## src/rtl/pipe_skid_buffer_pkg.sv

```systemverilog
// Package: pipe_skid_buffer_pkg
// Purpose: shared state encodings for the skid-buffer pipeline stage.
//   PIPE_EMPTY / PIPE_BUSY / PIPE_FULL double as the occupancy count (0/1/2),
//   so the count output is the state register itself.
package pipe_skid_buffer_pkg;

    localparam logic [1:0] PIPE_EMPTY = 2'd0;
    localparam logic [1:0] PIPE_BUSY  = 2'd1;
    localparam logic [1:0] PIPE_FULL  = 2'd2;

    // True when the encoding holds a beat in the main entry.
    function automatic logic state_has_beat(input logic [1:0] s);
        return s != PIPE_EMPTY;
    endfunction

endpackage

```

## src/rtl/pipe_skid_buffer_if.sv

```systemverilog
// Interface: pipe_skid_buffer_if
// Purpose: bundles the upstream and downstream handshakes of pipe_skid_buffer.
//   Handshake rule (both sides): a beat transfers on a posedge where valid
//   and ready are both high; a producer holding valid keeps its data stable
//   until the transfer; ready never depends combinationally on valid.
// Signals:
//   in_valid/in_ready/in_data     upstream side
//   out_valid/out_ready/out_data  downstream side
//   count                         occupancy 0..2
//   flush                         present only with PIPE_SKID_FLUSH_EN defined
// Modports:
//   slave  - the buffer itself
//   master - the environment driving both ends
interface pipe_skid_buffer_if #(
    parameter int WIDTH = 32
);
    logic             in_valid;
    logic             in_ready;
    logic [WIDTH-1:0] in_data;
    logic             out_valid;
    logic             out_ready;
    logic [WIDTH-1:0] out_data;
    logic [1:0]       count;
`ifdef PIPE_SKID_FLUSH_EN
    logic             flush;
`endif

    modport slave (
        input  in_valid, in_data, out_ready,
`ifdef PIPE_SKID_FLUSH_EN
        input  flush,
`endif
        output in_ready, out_valid, out_data, count
    );

    modport master (
        output in_valid, in_data, out_ready,
`ifdef PIPE_SKID_FLUSH_EN
        output flush,
`endif
        input  in_ready, out_valid, out_data, count
    );

endinterface

```

## src/rtl/pipe_skid_buffer_reg_rst_ce.sv

```systemverilog
// Module: reg_rst_ce
// Purpose: N-bit register with synchronous active-high reset and clock enable.
//   Holds its value whenever ce is low, so data only moves on real loads.
// Ports:
//   clk  in  1  clock
//   rst  in  1  synchronous active-high reset, loads RESET_VAL
//   ce   in  1  load enable
//   d    in  N  next value
//   q    out N  current value
module reg_rst_ce #(
    parameter int           N         = 32,
    parameter logic [N-1:0] RESET_VAL = '0
) (
    input  logic         clk,
    input  logic         rst,
    input  logic         ce,
    input  logic [N-1:0] d,
    output logic [N-1:0] q
);
    logic [N-1:0] data_q;
    logic [N-1:0] data_d;

    always_comb begin
        data_d = data_q;
        if (ce) begin
            data_d = d;
        end
    end

    always_ff @(posedge clk) begin
        if (rst) begin
            data_q <= RESET_VAL;
        end else begin
            data_q <= data_d;
        end
    end

    assign q = data_q;

endmodule

```

## src/rtl/pipe_skid_buffer.sv

```systemverilog
// Module: pipe_skid_buffer
// Purpose: two-entry elastic pipeline stage (main + skid). in_ready comes
//   from the state register only, so it never depends on out_ready
//   combinationally. Full throughput, one cycle latency, strict FIFO order.
// Optional feature: define PIPE_SKID_FLUSH_EN to add the flush input, which
//   drops every held beat (rst > flush > handshake); data regs keep contents.
// Ports:
//   clk        in   1   clock
//   rst        in   1   synchronous active-high reset
//   bus        slave modport of pipe_skid_buffer_if (handshakes, count, flush)
//   dbg_state  out  2   current FSM state for observation
module pipe_skid_buffer
    import pipe_skid_buffer_pkg::*;
#(
    parameter int               WIDTH      = 32,
    parameter logic [WIDTH-1:0] RESET_DATA = '0
) (
    input  logic                  clk,
    input  logic                  rst,
    pipe_skid_buffer_if.slave     bus,
    output logic [1:0]            dbg_state
);
    logic [1:0]       state_q;
    logic [1:0]       state_d;
    logic             in_fire;
    logic             out_fire;
    logic             flush_req;
    logic             main_ce;
    logic             skid_ce;
    logic [WIDTH-1:0] main_d;
    logic [WIDTH-1:0] main_q;
    logic [WIDTH-1:0] skid_q;

`ifdef PIPE_SKID_FLUSH_EN
    assign flush_req = bus.flush;
`else
    assign flush_req = 1'b0;
`endif

    assign bus.in_ready  = (state_q != PIPE_FULL) && !flush_req;
    assign bus.out_valid = state_has_beat(state_q);
    assign bus.out_data  = main_q;
    assign bus.count     = state_q;
    assign dbg_state     = state_q;

    assign in_fire  = bus.in_valid && bus.in_ready;
    assign out_fire = bus.out_valid && bus.out_ready;

    always_comb begin
        state_d = state_q;
        main_ce = 1'b0;
        main_d  = bus.in_data;
        skid_ce = 1'b0;
        case (state_q)
            PIPE_EMPTY: begin
                if (in_fire) begin
                    main_ce = 1'b1;
                    state_d = PIPE_BUSY;
                end
            end
            PIPE_BUSY: begin
                if (in_fire && out_fire) begin
                    main_ce = 1'b1;
                end else if (in_fire) begin
                    // Downstream stalled: park the new beat behind main.
                    skid_ce = 1'b1;
                    state_d = PIPE_FULL;
                end else if (out_fire) begin
                    state_d = PIPE_EMPTY;
                end
            end
            PIPE_FULL: begin
                if (out_fire) begin
                    // Older skid beat moves up; in_ready was low so nothing new.
                    main_ce = 1'b1;
                    main_d  = skid_q;
                    state_d = PIPE_BUSY;
                end
            end
            default: state_d = PIPE_EMPTY;
        endcase
        if (flush_req) begin
            state_d = PIPE_EMPTY;
        end
    end

    always_ff @(posedge clk) begin
        if (rst) begin
            state_q <= PIPE_EMPTY;
        end else begin
            state_q <= state_d;
        end
    end

    reg_rst_ce #(.N(WIDTH), .RESET_VAL(RESET_DATA)) u_main (
        .clk (clk),
        .rst (rst),
        .ce  (main_ce),
        .d   (main_d),
        .q   (main_q)
    );

    reg_rst_ce #(.N(WIDTH), .RESET_VAL(RESET_DATA)) u_skid (
        .clk (clk),
        .rst (rst),
        .ce  (skid_ce),
        .d   (bus.in_data),
        .q   (skid_q)
    );

endmodule
```

## src/flat_wrapper.sv

```systemverilog
// flat-port wrapper written by rule: the top's interface ports become plain ports
module pipe_skid_buffer_flat import pipe_skid_buffer_pkg::*;
#(
    parameter int               WIDTH      = 32,
    parameter logic [WIDTH-1:0] RESET_DATA = '0
)
  (clk, rst, dbg_state, bus_in_valid, bus_in_data, bus_out_ready, bus_in_ready, bus_out_valid, bus_out_data, bus_count);
  pipe_skid_buffer_if #(.WIDTH(WIDTH)) bus_i ();
  input  logic clk;
  input  logic rst;
  output logic [1:0] dbg_state;
  input wire logic [$bits(bus_i.in_valid)-1:0] bus_in_valid;
  input wire logic [$bits(bus_i.in_data)-1:0] bus_in_data;
  input wire logic [$bits(bus_i.out_ready)-1:0] bus_out_ready;
  output wire logic [$bits(bus_i.in_ready)-1:0] bus_in_ready;
  output wire logic [$bits(bus_i.out_valid)-1:0] bus_out_valid;
  output wire logic [$bits(bus_i.out_data)-1:0] bus_out_data;
  output wire logic [$bits(bus_i.count)-1:0] bus_count;
  assign bus_i.in_valid = bus_in_valid;
  assign bus_i.in_data = bus_in_data;
  assign bus_i.out_ready = bus_out_ready;
  assign bus_in_ready = bus_i.in_ready;
  assign bus_out_valid = bus_i.out_valid;
  assign bus_out_data = bus_i.out_data;
  assign bus_count = bus_i.count;
  pipe_skid_buffer #(.WIDTH(WIDTH), .RESET_DATA(RESET_DATA)) u_core (.clk(clk), .rst(rst), .bus(bus_i), .dbg_state(dbg_state));
endmodule
```

## config.mk

```make
export PLATFORM = sky130hd
export DESIGN_NAME = pipe_skid_buffer_flat
export DESIGN_NICKNAME = d
export VERILOG_FILES = /design/src/rtl/pipe_skid_buffer_pkg.sv /design/src/rtl/pipe_skid_buffer_if.sv /design/src/rtl/pipe_skid_buffer_reg_rst_ce.sv /design/src/rtl/pipe_skid_buffer.sv /design/src/flat_wrapper.sv
export SDC_FILE = /design/constraint.sdc
export NUM_CORES = 1
export LEC_CHECK = 0
export BUFFER_PORTS_ARGS = -buffer_cell sky130_fd_sc_hd__buf_4
export CAP_MARGIN = 10
export CORE_MARGIN = 4
export CORE_UTILIZATION = 45
export CTS_BUF_LIST = sky130_fd_sc_hd__clkbuf_4
export DETAILED_ROUTE_END_ITERATION = 8
export GPL_TIMING_DRIVEN = 1
export PLACE_DENSITY = 0.7
export SYNTH_ARGS = -nofsm -noshare
export SYNTH_HDL_FRONTEND = slang
export SYNTH_SLANG_ARGS = --single-unit
```

## constraint.sdc

```tcl
create_clock -name clk -period 1.85 [get_ports clk]
set_clock_uncertainty 0.15 [all_clocks]
set_input_delay 0.37 -clock clk [delete_from_list [all_inputs] [get_ports clk]]
set_output_delay 0.37 -clock clk [all_outputs]
set_load 0.05 [all_outputs]
```

After elaboration in Yosys (flattened, before gate mapping)
Index checks and enable logic that the tools add are counted.
{"block": "totals", "register_bits": 66, "inputBits": 36, "word_cells": 30}
{"block": "op_classes", "n_eq_ne": 7, "muxes": 14, "reduce_logical": 6}
{"cell": "$mux W32", "n": 2}
{"cell": "$mux W2", "n": 5}
{"cell": "$pmux W2 S3", "n": 1}
{"cell": "$mux W1", "n": 5}
{"cell": "$ne A2 B1 Y1 const B", "n": 2}
{"cell": "$ne A2 B2 Y1 const B", "n": 2}
{"cell": "$reduce_and A4 Y1", "n": 1}
{"cell": "$logic_and A1 B1 Y1", "n": 3}
{"cell": "$ne A3 B1 Y1 const B", "n": 1}
{"cell": "$pmux W1 S3", "n": 1}
{"cell": "$eq A2 B1 Y1 const B", "n": 1}
{"cell": "$eq A2 B2 Y1 const B", "n": 1}
{"cell": "$logic_not A2 Y1", "n": 1}
{"cell": "$reduce_bool A2 Y1", "n": 1}

Longest topological paths before layout
Gate-level depths: netlist of run 1.
{"block": "logic_depth", "depth_word": 6, "depth_mapped": 6}

By module
From an unflattened synthesis of run 1, not the netlist that was laid out.
{"block": "hier_totals", "hier_cells": 258, "area_unflattened_um2": 2965.3}
{"mod": "reg_rst_ce", "n_inst": 2, "cells_each": 103, "area_each_um2": 1163.6, "seq_area_each_um2": 640.6}
{"mod": "pipe_skid_buffer", "n_inst": 1, "cells_each": 52, "area_each_um2": 638.1, "seq_area_each_um2": 40.0}

Least setup slack after synthesis of run 1
Ideal clock, no wire load.
{"block": "synth_path", "kind": "flip-flop to flip-flop", "start": "register u_core.state_q[0], in the netlist u_core.bus.count[0]", "end": "register u_core.u_main.data_q[23], in the netlist u_core.u_main.q[23]", "setup_ns": 0.088, "t_arrival_ns": 1.545, "required_ns": 1.612, "path_slack_ns": 0.067, "path_stages_with_launch": 5, "n_path_buf": 1, "period_less_slack_ns": 1.783, "path_cell_list": "dfxtp_1 > and2b_2 > buf_2 > o21ai_0 > a311oi_2"}
{"block": "synth_between", "elab_chain_len": 5, "elab_cells_between_ends": 14, "cone_classes": "eq/ne (3); mux (6); reduce/logical (5)"}
{"item": "start, declared", "line": "pipe_skid_buffer.sv:23", "rtl": "logic [1:0] state_q;"}
{"item": "start signal, assigned", "line": "pipe_skid_buffer.sv:91", "rtl": "state_q <= state_d;"}
{"item": "$ne A2 B2 Y1 / $reduce_bool A2 Y1 (equally long branches)", "line": "pipe_skid_buffer.sv:40, pipe_skid_buffer_pkg.sv:13"}
{"item": "$logic_and A1 B1 Y1 (on tied branches)", "line": "pipe_skid_buffer.sv:46, pipe_skid_buffer.sv:47"}
{"item": "$logic_and A1 B1 Y1", "line": "pipe_skid_buffer.sv:62", "rtl": "if (in_fire && out_fire) begin"}
{"item": "$mux W1", "line": "pipe_skid_buffer.sv:62"}
{"item": "$pmux W1 S3", "line": "pipe_skid_buffer.sv:54", "rtl": "case (state_q)"}
{"item": "end signal, assigned", "line": "pipe_skid_buffer_reg_rst_ce.sv:34", "rtl": "data_q <= data_d;"}
{"item": "end, declared", "line": "pipe_skid_buffer_reg_rst_ce.sv:20", "rtl": "logic [N-1:0] data_q;"}
Several ways; a longest one is shown, not always the timed one.
A chain may end at the register's enable or synchronous reset.

Final worst setup path of run 1
{"block": "layout_path", "start": "input bus_out_ready", "end": "register u_core.u_main.data_q[27], in the netlist u_core.u_main.q[27]"}
{"block": "layout_between", "elab_chain_len": 4, "elab_cells_between_ends": 7, "cone_classes": "mux (5); reduce/logical (2)"}
{"item": "start, declared", "line": "flat_wrapper.sv:14", "rtl": "input wire logic [$bits(bus_i.out_ready)-1:0] bus_out_ready;"}
{"item": "$logic_and A1 B1 Y1 *", "line": "pipe_skid_buffer.sv:47", "rtl": "assign out_fire = bus.out_valid && bus.out_ready;"}
{"item": "$logic_and A1 B1 Y1", "line": "pipe_skid_buffer.sv:62"}
{"item": "$mux W1", "line": "pipe_skid_buffer.sv:62"}
{"item": "$pmux W1 S3", "line": "pipe_skid_buffer.sv:54"}
Every way passes the cells marked *; elsewhere a longest branch is shown, timed or not.

==> results of run 1 <==
[repair_timing]
item                                   4_1_cts  5_1_grt
endpoints found under the hold margin        0        1
setup endpoints to repair                    2        1
hold buffers                                 0        1
gates resized for setup                      2        3
buffers inserted                             0        2
[area by class of cell]
class | instances | area [um2] | share of cell area, %
multi-input combinational | 241 | 1290 | 35.7
tap | 75 | 93.8 | 2.59
sequential | 66 | 1330 | 36.7
timing repair buffer | 90 | 769 | 21.3
clock buffer | 10 | 75.1 | 2.08
clock inverter | 6 | 57.6 | 1.59
[cells by family (layout without fill, tap and decap cells)]
group / count (synthesis) / in the layout / share of synthesized area (%)
DFF: 66 / 66 / 47.0
AOI/OAI and AO/OA: 100 / 100 / 24.1
and+or+nand+nor: 141 / 141 / 21.8
buffers and inverters: 38 / 106 / 7.16
[registers in the layout, summed over array words and instances (netlist names)]
register          flops
u_core.u_main.q      32
u_core.u_skid.q      32
u_core.bus.count      2
[power breakdown]
part / internal, mW / switching, mW / total (mW)
Sequential: 1.49 / 0.0413 / 1.53
Combinational: 0.233 / 0.404 / 0.638
Clock: 0.417 / 0.511 / 0.928
Total: 2.14 / 0.957 / 3.10
[per-layer routing]
metal  up-vias  wire, um  GRT usage, %  share of wire, %
met3         8       588          7.10               8.1
met4         0        44          4.96              0.60
li1       1339         -             -                 -
met1      1262      3230          25.3                44
met5         -         0             0                 0
met2        98      3420          33.1                47
[worst max path at each step]
stage                                  endpoint  cells after the start                             start  slack (ns)
2_1_floorplan  u_core.u_main.q[23]$_SDFFE_PP0P_                      4  u_core.bus.count[0]$_SDFFE_PP0P_        0.07
3_3_place_gp   u_core.u_main.q[27]$_SDFFE_PP0P_                      5                     bus_out_ready        0.26
3_5_place_dp    u_core.u_main.q[9]$_SDFFE_PP0P_                      5                     bus_out_ready        0.21
4_1_cts                           bus_out_valid                      2  u_core.bus.count[1]$_SDFFE_PP0P_        0.02
5_1_grt        u_core.u_main.q[27]$_SDFFE_PP0P_                      6                     bus_out_ready        0.01
6_report       u_core.u_main.q[27]$_SDFFE_PP0P_                      6                     bus_out_ready        0.07
[critical path, cell delays in order]
cell and delay [ns]:
dlygate4sd3_1 0.53, buf_4 0.16, and2b_2 0.29, buf_12 0.18, o21ai_0 0.12, a311oi_2 0.28
[through the flow]
stage,std cells,worst slack [ns]
global placement,469,0.258
floorplan,345,0.0666
CTS,485,0.0196
global route,488,0.0133
finish,488,0.0743
detailed placement,469,0.214
[cells in the mapped netlist]
cell	count	area, um2
nand2_1	67	251
dfxtp_1	66	1320
buf_2	19	95.1
and4bb_1	1	12.5
clkbuf_2	1	5.00
nand3b_1	1	7.51
and2b_2	1	8.76
a21oi_1	34	170
o21ba_2	1	10.0
a311oi_2	8	120
buf_4	9	67.6
nor2b_1	1	6.26
a311oi_1	24	210
a211oi_1	1	7.51
o21ai_1	4	20.0
nand4bb_1	1	11.3
or3b_2	1	8.76
nor2_1	32	120
or2_2	1	6.26
nand2b_1	3	18.8
nand3_1	32	160
o21ai_0	28	140
clkbuf_1	9	33.8
==> results.sh, run 1 <==
export IMPL_cts_buffers=9
export IMPL_clk_pin_slew_ns=0.12
export IMPL_period_minus_slack_ns=1.78
export IMPL_ys_seq_area_share_pct=47.0
export IMPL_finalSetupViolCount=0
export IMPL_start_util_pct=47.0
export IMPL_hold_viol=0
export IMPL_grt_max_degree=44
export IMPL_place_congestion=0.781
export IMPL_antenna_found_initial=0
export IMPL_avgSynthCellArea_um2=8.15
export IMPL_postPlaceCellArea_um2=3450
export IMPL_pwr_density_cell_nw_per_um2=856
export IMPL_endpoint_kind="register"
export IMPL_power_leakage_nw=1.46
export IMPL_cap_violations=0
export IMPL_yosys_warnings=0
export IMPL_maxSlewViolCount=0
export IMPL_layout_common_cells="buf_4 (81), nand2_1 (67), dfxtp_1 (64)"
export IMPL_finalNetCount=444
export IMPL_cts_tree="yes"
export IMPL_hold_path_class="in -> reg"
export IMPL_antenna_violating_nets_post_route=0
export IMPL_viasPerCell=5.55
export IMPL_synth_area_um2=2810
export IMPL_drtIter0Drc=193
export IMPL_ys_ff_latch=66
export IMPL_cp_required_ns=2.02
export IMPL_worst_skew_pair_late_latency_ns=0.41
export IMPL_final_common_cell="buf_4"
export IMPL_syn_inst=345
export IMPL_final_core_util_pct=60.4
export IMPL_r2r_end="u_core.u_main.q[9]$_SDFFE_PP0P_"
export IMPL_postLayoutCellArea_um2=3620
export IMPL_cts_sinks=66
export IMPL_worst_endpoint_arrival_ns=1.94
export IMPL_relSlewSlack_pct=65.9
export IMPL_irDropWorstVdd_mv=0.512
export IMPL_core_um2=5990
export IMPL_vias=2707
export IMPL_die_y_um=87.1
export IMPL_ys_types=23
export IMPL_critPathMaxFanout=26
export IMPL_antenna_cells=0
export IMPL_die_area_um2=7580
export IMPL_status="completed"
export IMPL_rsz0062_at_grt="no"
export IMPL_route_detailed_drc=0
export IMPL_startpoint_type="input port"
export IMPL_tightest_slew_ns=0.512
export IMPL_fin_setup_tns_ns=0
export IMPL_dr_pass1_iters=4
export IMPL_grt_use_total_pct=20.2
export IMPL_critPathKind="in -> reg"
export IMPL_cts_root_buf="clkbuf_4"
export IMPL_fin_crit_sh_pct=96.0
export IMPL_wire_per_inst_um=14.9
export IMPL_worstRegToRegCells=5
export IMPL_nFillCells=545
export IMPL_hold_depth=3
export IMPL_drive_gt1_share_pct=28.3
export IMPL_num_io_pins=74
export IMPL_synthToLayoutAreaGrowth_pct=28.6
export IMPL_overflow=0
export IMPL_rows=28
export IMPL_clk_path_buf_depth=2
export IMPL_cts_max_level=3
export IMPL_p_total_mw=3.10
export IMPL_max_freq_ghz=0.563
export IMPL_dpl_hpwl_um=4580
export IMPL_grt_pass1_wl_um=12200
export IMPL_min_to="u_core.u_skid.q[14]$_SDFFE_PP0P_"
export IMPL_io_buffer_count=73
export IMPL_r2r_start="u_core.bus.count[1]$_SDFFE_PP0P_"
export IMPL_r2r_slack_ns=0.29
export IMPL_dieWidth_um=87.1
export IMPL_synth_nets=381
export IMPL_worst_hold_slack_ns=0.0552
export IMPL_min_from="bus_in_data[14]"
export IMPL_grt_pass1_vias=2590
export IMPL_wl_um=7280
Note: power is estimated with default switching activity, not from simulation.
==> inputs of run 2 (changes only) <==
--- a/config.mk
+++ b/config.mk
@@ -12,7 +12,8 @@
 export CTS_BUF_LIST = sky130_fd_sc_hd__clkbuf_4
 export DETAILED_ROUTE_END_ITERATION = 8
 export GPL_TIMING_DRIVEN = 1
-export PLACE_DENSITY = 0.7
+export PLACE_DENSITY = 0.69
 export SYNTH_ARGS = -nofsm -noshare
 export SYNTH_HDL_FRONTEND = slang
+export SYNTH_HIERARCHICAL = 1
 export SYNTH_SLANG_ARGS = --single-unit
==> run 2 against run 1 <==
Compared with the run above: die area up 4.9%; global-route usage fell by 4.8 points; area after synthesis increased by 5.4%; final cell count shrank 15%; clock power down 19%; register-to-register slack lost 0.09 ns.
==> results.sh, run 2 <==
export IMPL_multi_input_area_um2=1450
export IMPL_dr_pass1_iters=5
export IMPL_clk_pin_slew_ns=0.10
export IMPL_grt_pass1_wl_um=9330
export IMPL_fin_crit_sh_pct=96.9
export IMPL_cts_root_buf="clkbuf_4"
export IMPL_worst_endpoint_arrival_ns=1.92
export IMPL_yosysMostFrequentCell="dfxtp_1"
export IMPL_dp_cells=395
export IMPL_postPlaceCellArea_um2=3530
export IMPL_final_common_cell="buf_4"
export IMPL_synth_top_cells_by_count="dfxtp_1 (66), mux2i_1 (64), nor2_1 (64), mux2_4 (28)"
export IMPL_cts_tree="yes"
export IMPL_startpoint_type="input port"
export IMPL_relSlewSlack_pct=81.2
export IMPL_route_detailed_drc=0
export IMPL_cts_max_level=3
export IMPL_critPathKind="in -> reg"
export IMPL_worstRegToRegCells=6
export IMPL_cts_buffers=9
export IMPL_start_util_pct=46.4
export IMPL_drtIter0Drc=77
export IMPL_wire_per_inst_um=14.0
export IMPL_die_y_um=89.2
export IMPL_ys_seq_area_share_pct=44.6
export IMPL_wl_um=5790
export IMPL_die_area_um2=7950
export IMPL_dieWidth_um=89.2
export IMPL_dpl_hpwl_um=3670
export IMPL_nFillCells=572
export IMPL_hold_viol=0
export IMPL_cap_violations=0
export IMPL_period_minus_slack_ns=1.79
export IMPL_finalNetCount=368
export IMPL_cts_setup_buffers=0
export IMPL_place_congestion=0.705
export IMPL_irDropWorstVdd_mv=0.571
export IMPL_async_flop_share_pct=0
export IMPL_endpoint_kind="register"
export IMPL_max_freq_ghz=0.558
export IMPL_synth_flop_cell="dfxtp_1"
export IMPL_slowest_delay_ns=0.54
export IMPL_ys_types=20
export IMPL_startpoint="bus_out_ready"
export IMPL_fin_setup_tns_ns=0
export IMPL_grt_use_total_pct=15.3
export IMPL_synth_mux_area_share_pct=37.3
export IMPL_avgSynthCellArea_um2=11.5
export IMPL_antenna_cells=0
export IMPL_postLayoutCellArea_um2=3700
export IMPL_finalSetupViolCount=0
export IMPL_synth_compound_area_share_pct=0.380
export IMPL_rows=29
export IMPL_synth_edf_count=0
export IMPL_power_leakage_nw=1.72
export IMPL_maxSlewViolCount=0
export IMPL_synth_simple_area_share_pct=10.4
export IMPL_io_buffer_count=73
export IMPL_grt_max_degree=67
export IMPL_synth_nets=294
export IMPL_yosysTopAreaCellShare_pct=44.6
export IMPL_cp_slowest_cell="dlygate4sd3_1"
export IMPL_yosysTopAreaCell="dfxtp_1"
export IMPL_tightest_slew_ns=0.282
export IMPL_clk_path_buf_depth=2
export IMPL_cp_endpoint="u_core/u_main/q[6]$_SDFFE_PP0P_"
export IMPL_synth_area_um2=2970
export IMPL_worstPathCellList="dlygate4sd3_1 > buf_4 > nand2b_2 > nand2_1 > nand2_4 > clkbuf_16 > mux2i_1 > nor2_1"
export IMPL_vias=2000
export IMPL_antenna_found_initial=0
export IMPL_num_io_pins=74
export IMPL_r2r_end="u_core/u_main/q[1]$_SDFFE_PP0P_"
export IMPL_drive_gt1_share_pct=40.2
export IMPL_status="completed"
export IMPL_p_total_mw=2.92
export IMPL_viasPerCell=4.84
export IMPL_rsz0062_at_grt="no"
export IMPL_r2r_start="u_core/bus.count[1]$_SDFFE_PP0P_"
export IMPL_pwr_density_cell_nw_per_um2=789
export IMPL_yosys_warnings=6
export IMPL_synth_top_family_by_area="multiplexers"
export IMPL_synth_adder_area_share_pct=0
export IMPL_fin_cells=413
export IMPL_antenna_violating_nets_post_route=0
export IMPL_cts_sinks=66
export IMPL_synthTopCellsByArea="dfxtp_1 (45%), mux2i_1 (22%), mux2_4 (14%)"
export IMPL_overflow=0
export IMPL_critPathMaxFanout=16
export IMPL_core_um2=6390
export IMPL_cp_required_ns=1.98
export IMPL_worst_skew_pair_late_latency_ns=0.39
export IMPL_hold_path_class="in -> reg"
export IMPL_layout_common_cells="buf_4 (73), nor2_1 (64), dfxtp_1 (64)"
export IMPL_synthToLayoutAreaGrowth_pct=24.7
export IMPL_r2r_slack_ns=0.20
export IMPL_grt_pass1_vias=2038
export IMPL_synth_xor_area_share_pct=0
export IMPL_register_area_um2=1320
export IMPL_syn_inst=258
export IMPL_ys_ff_latch=66
run 2: cell types whose count changed in the layout (fill, tap and decap cells not counted), moves of 8 or more:
cell and change:
a311oi_1 -24, nand2_1 -66, a311oi_2 -8, nor2_1 +32, mux2_4 +28, buf_4 -8
nand3_1 -32, mux2i_1 +63, a21oi_1 -33, o21ai_0 -28
run 2: kinds of logic (layout without fill, tap and decap cells):
group           after synthesis  count (layout)
compound gates                2               2
buf+inv                      20              98
simple gates                 74              74
mux                          96              96
flops                        66              66
run 2: repair_timing:
item,in CTS,in global routing
hold endpoints to repair,1,0
setup endpoints to repair,0,20
gates resized for setup,0,3
hold buffers,1,0
run 2: per-stage QoR:
stage	worst slack [ns]	hold WS [ns]	utilization, %
after floorplan	0.0296	0.282	-
after global placement	0.216	0.319	55.3
after detailed placement	0.151	0.334	55.3
after CTS	0.0489	0.0452	56.9
after global routing	0.0175	0.0397	57.9
final	0.0575	0.0663	57.9
run 2: where the power goes:
| part | internal, mW | switching (mW) |
|---|---|---|
| combinational | 0.282 | 0.360 |
| sequential | 1.49 | 0.0389 |
| clock | 0.269 | 0.482 |
| total | 2.04 | 0.881 |
run 2: worst min path at each step:
stage | from | end | slack [ns] | depth (start not counted)
global placement | u_core/u_skid/q[30]$_SDFFE_PP0P_ | u_core/u_skid/q[30]$_SDFFE_PP0P_ | 0.32 | 2
finish | bus_in_data[17] | u_core/u_skid/q[17]$_SDFFE_PP0P_ | 0.07 | 3
global route | bus_in_data[30] | u_core/u_skid/q[30]$_SDFFE_PP0P_ | 0.04 | 3
detailed placement | u_core/u_skid/q[28]$_SDFFE_PP0P_ | u_core/u_skid/q[28]$_SDFFE_PP0P_ | 0.33 | 2
CTS | bus_in_data[4] | u_core/u_skid/q[4]$_SDFFE_PP0P_ | 0.05 | 3
floorplan | rst | u_core/bus.count[0]$_SDFFE_PP0P_ | 0.28 | 1
run 2: cell type report:
class                      instances  area share, %
clock inverter                     5          0.609
inverter                           1          0.102
multi-input combinational        172           39.2
sequential                        66           35.8
tap                               77           2.61
clock buffer                      10           2.03
timing repair buffer              82           19.7
run 2: critical path: cells and delay by family:
| kind | cells | cell delay (ns) |
|---|---|---|
| muxes | 1 | 0.16 |
| and+or+nand+nor | 4 | 0.48 |
| buffers and inverters | 3 | 0.90 |
run 2: layer usage:
metal  up-vias  part of all wire (%)  global-route usage (%)
li1       1015                     -                       -
met1       926                    45                    18.9
met2        53                    47                    24.1
met3         6                   6.9                    7.00
met4         0                   1.0                    4.47
met5         -                     0                       0
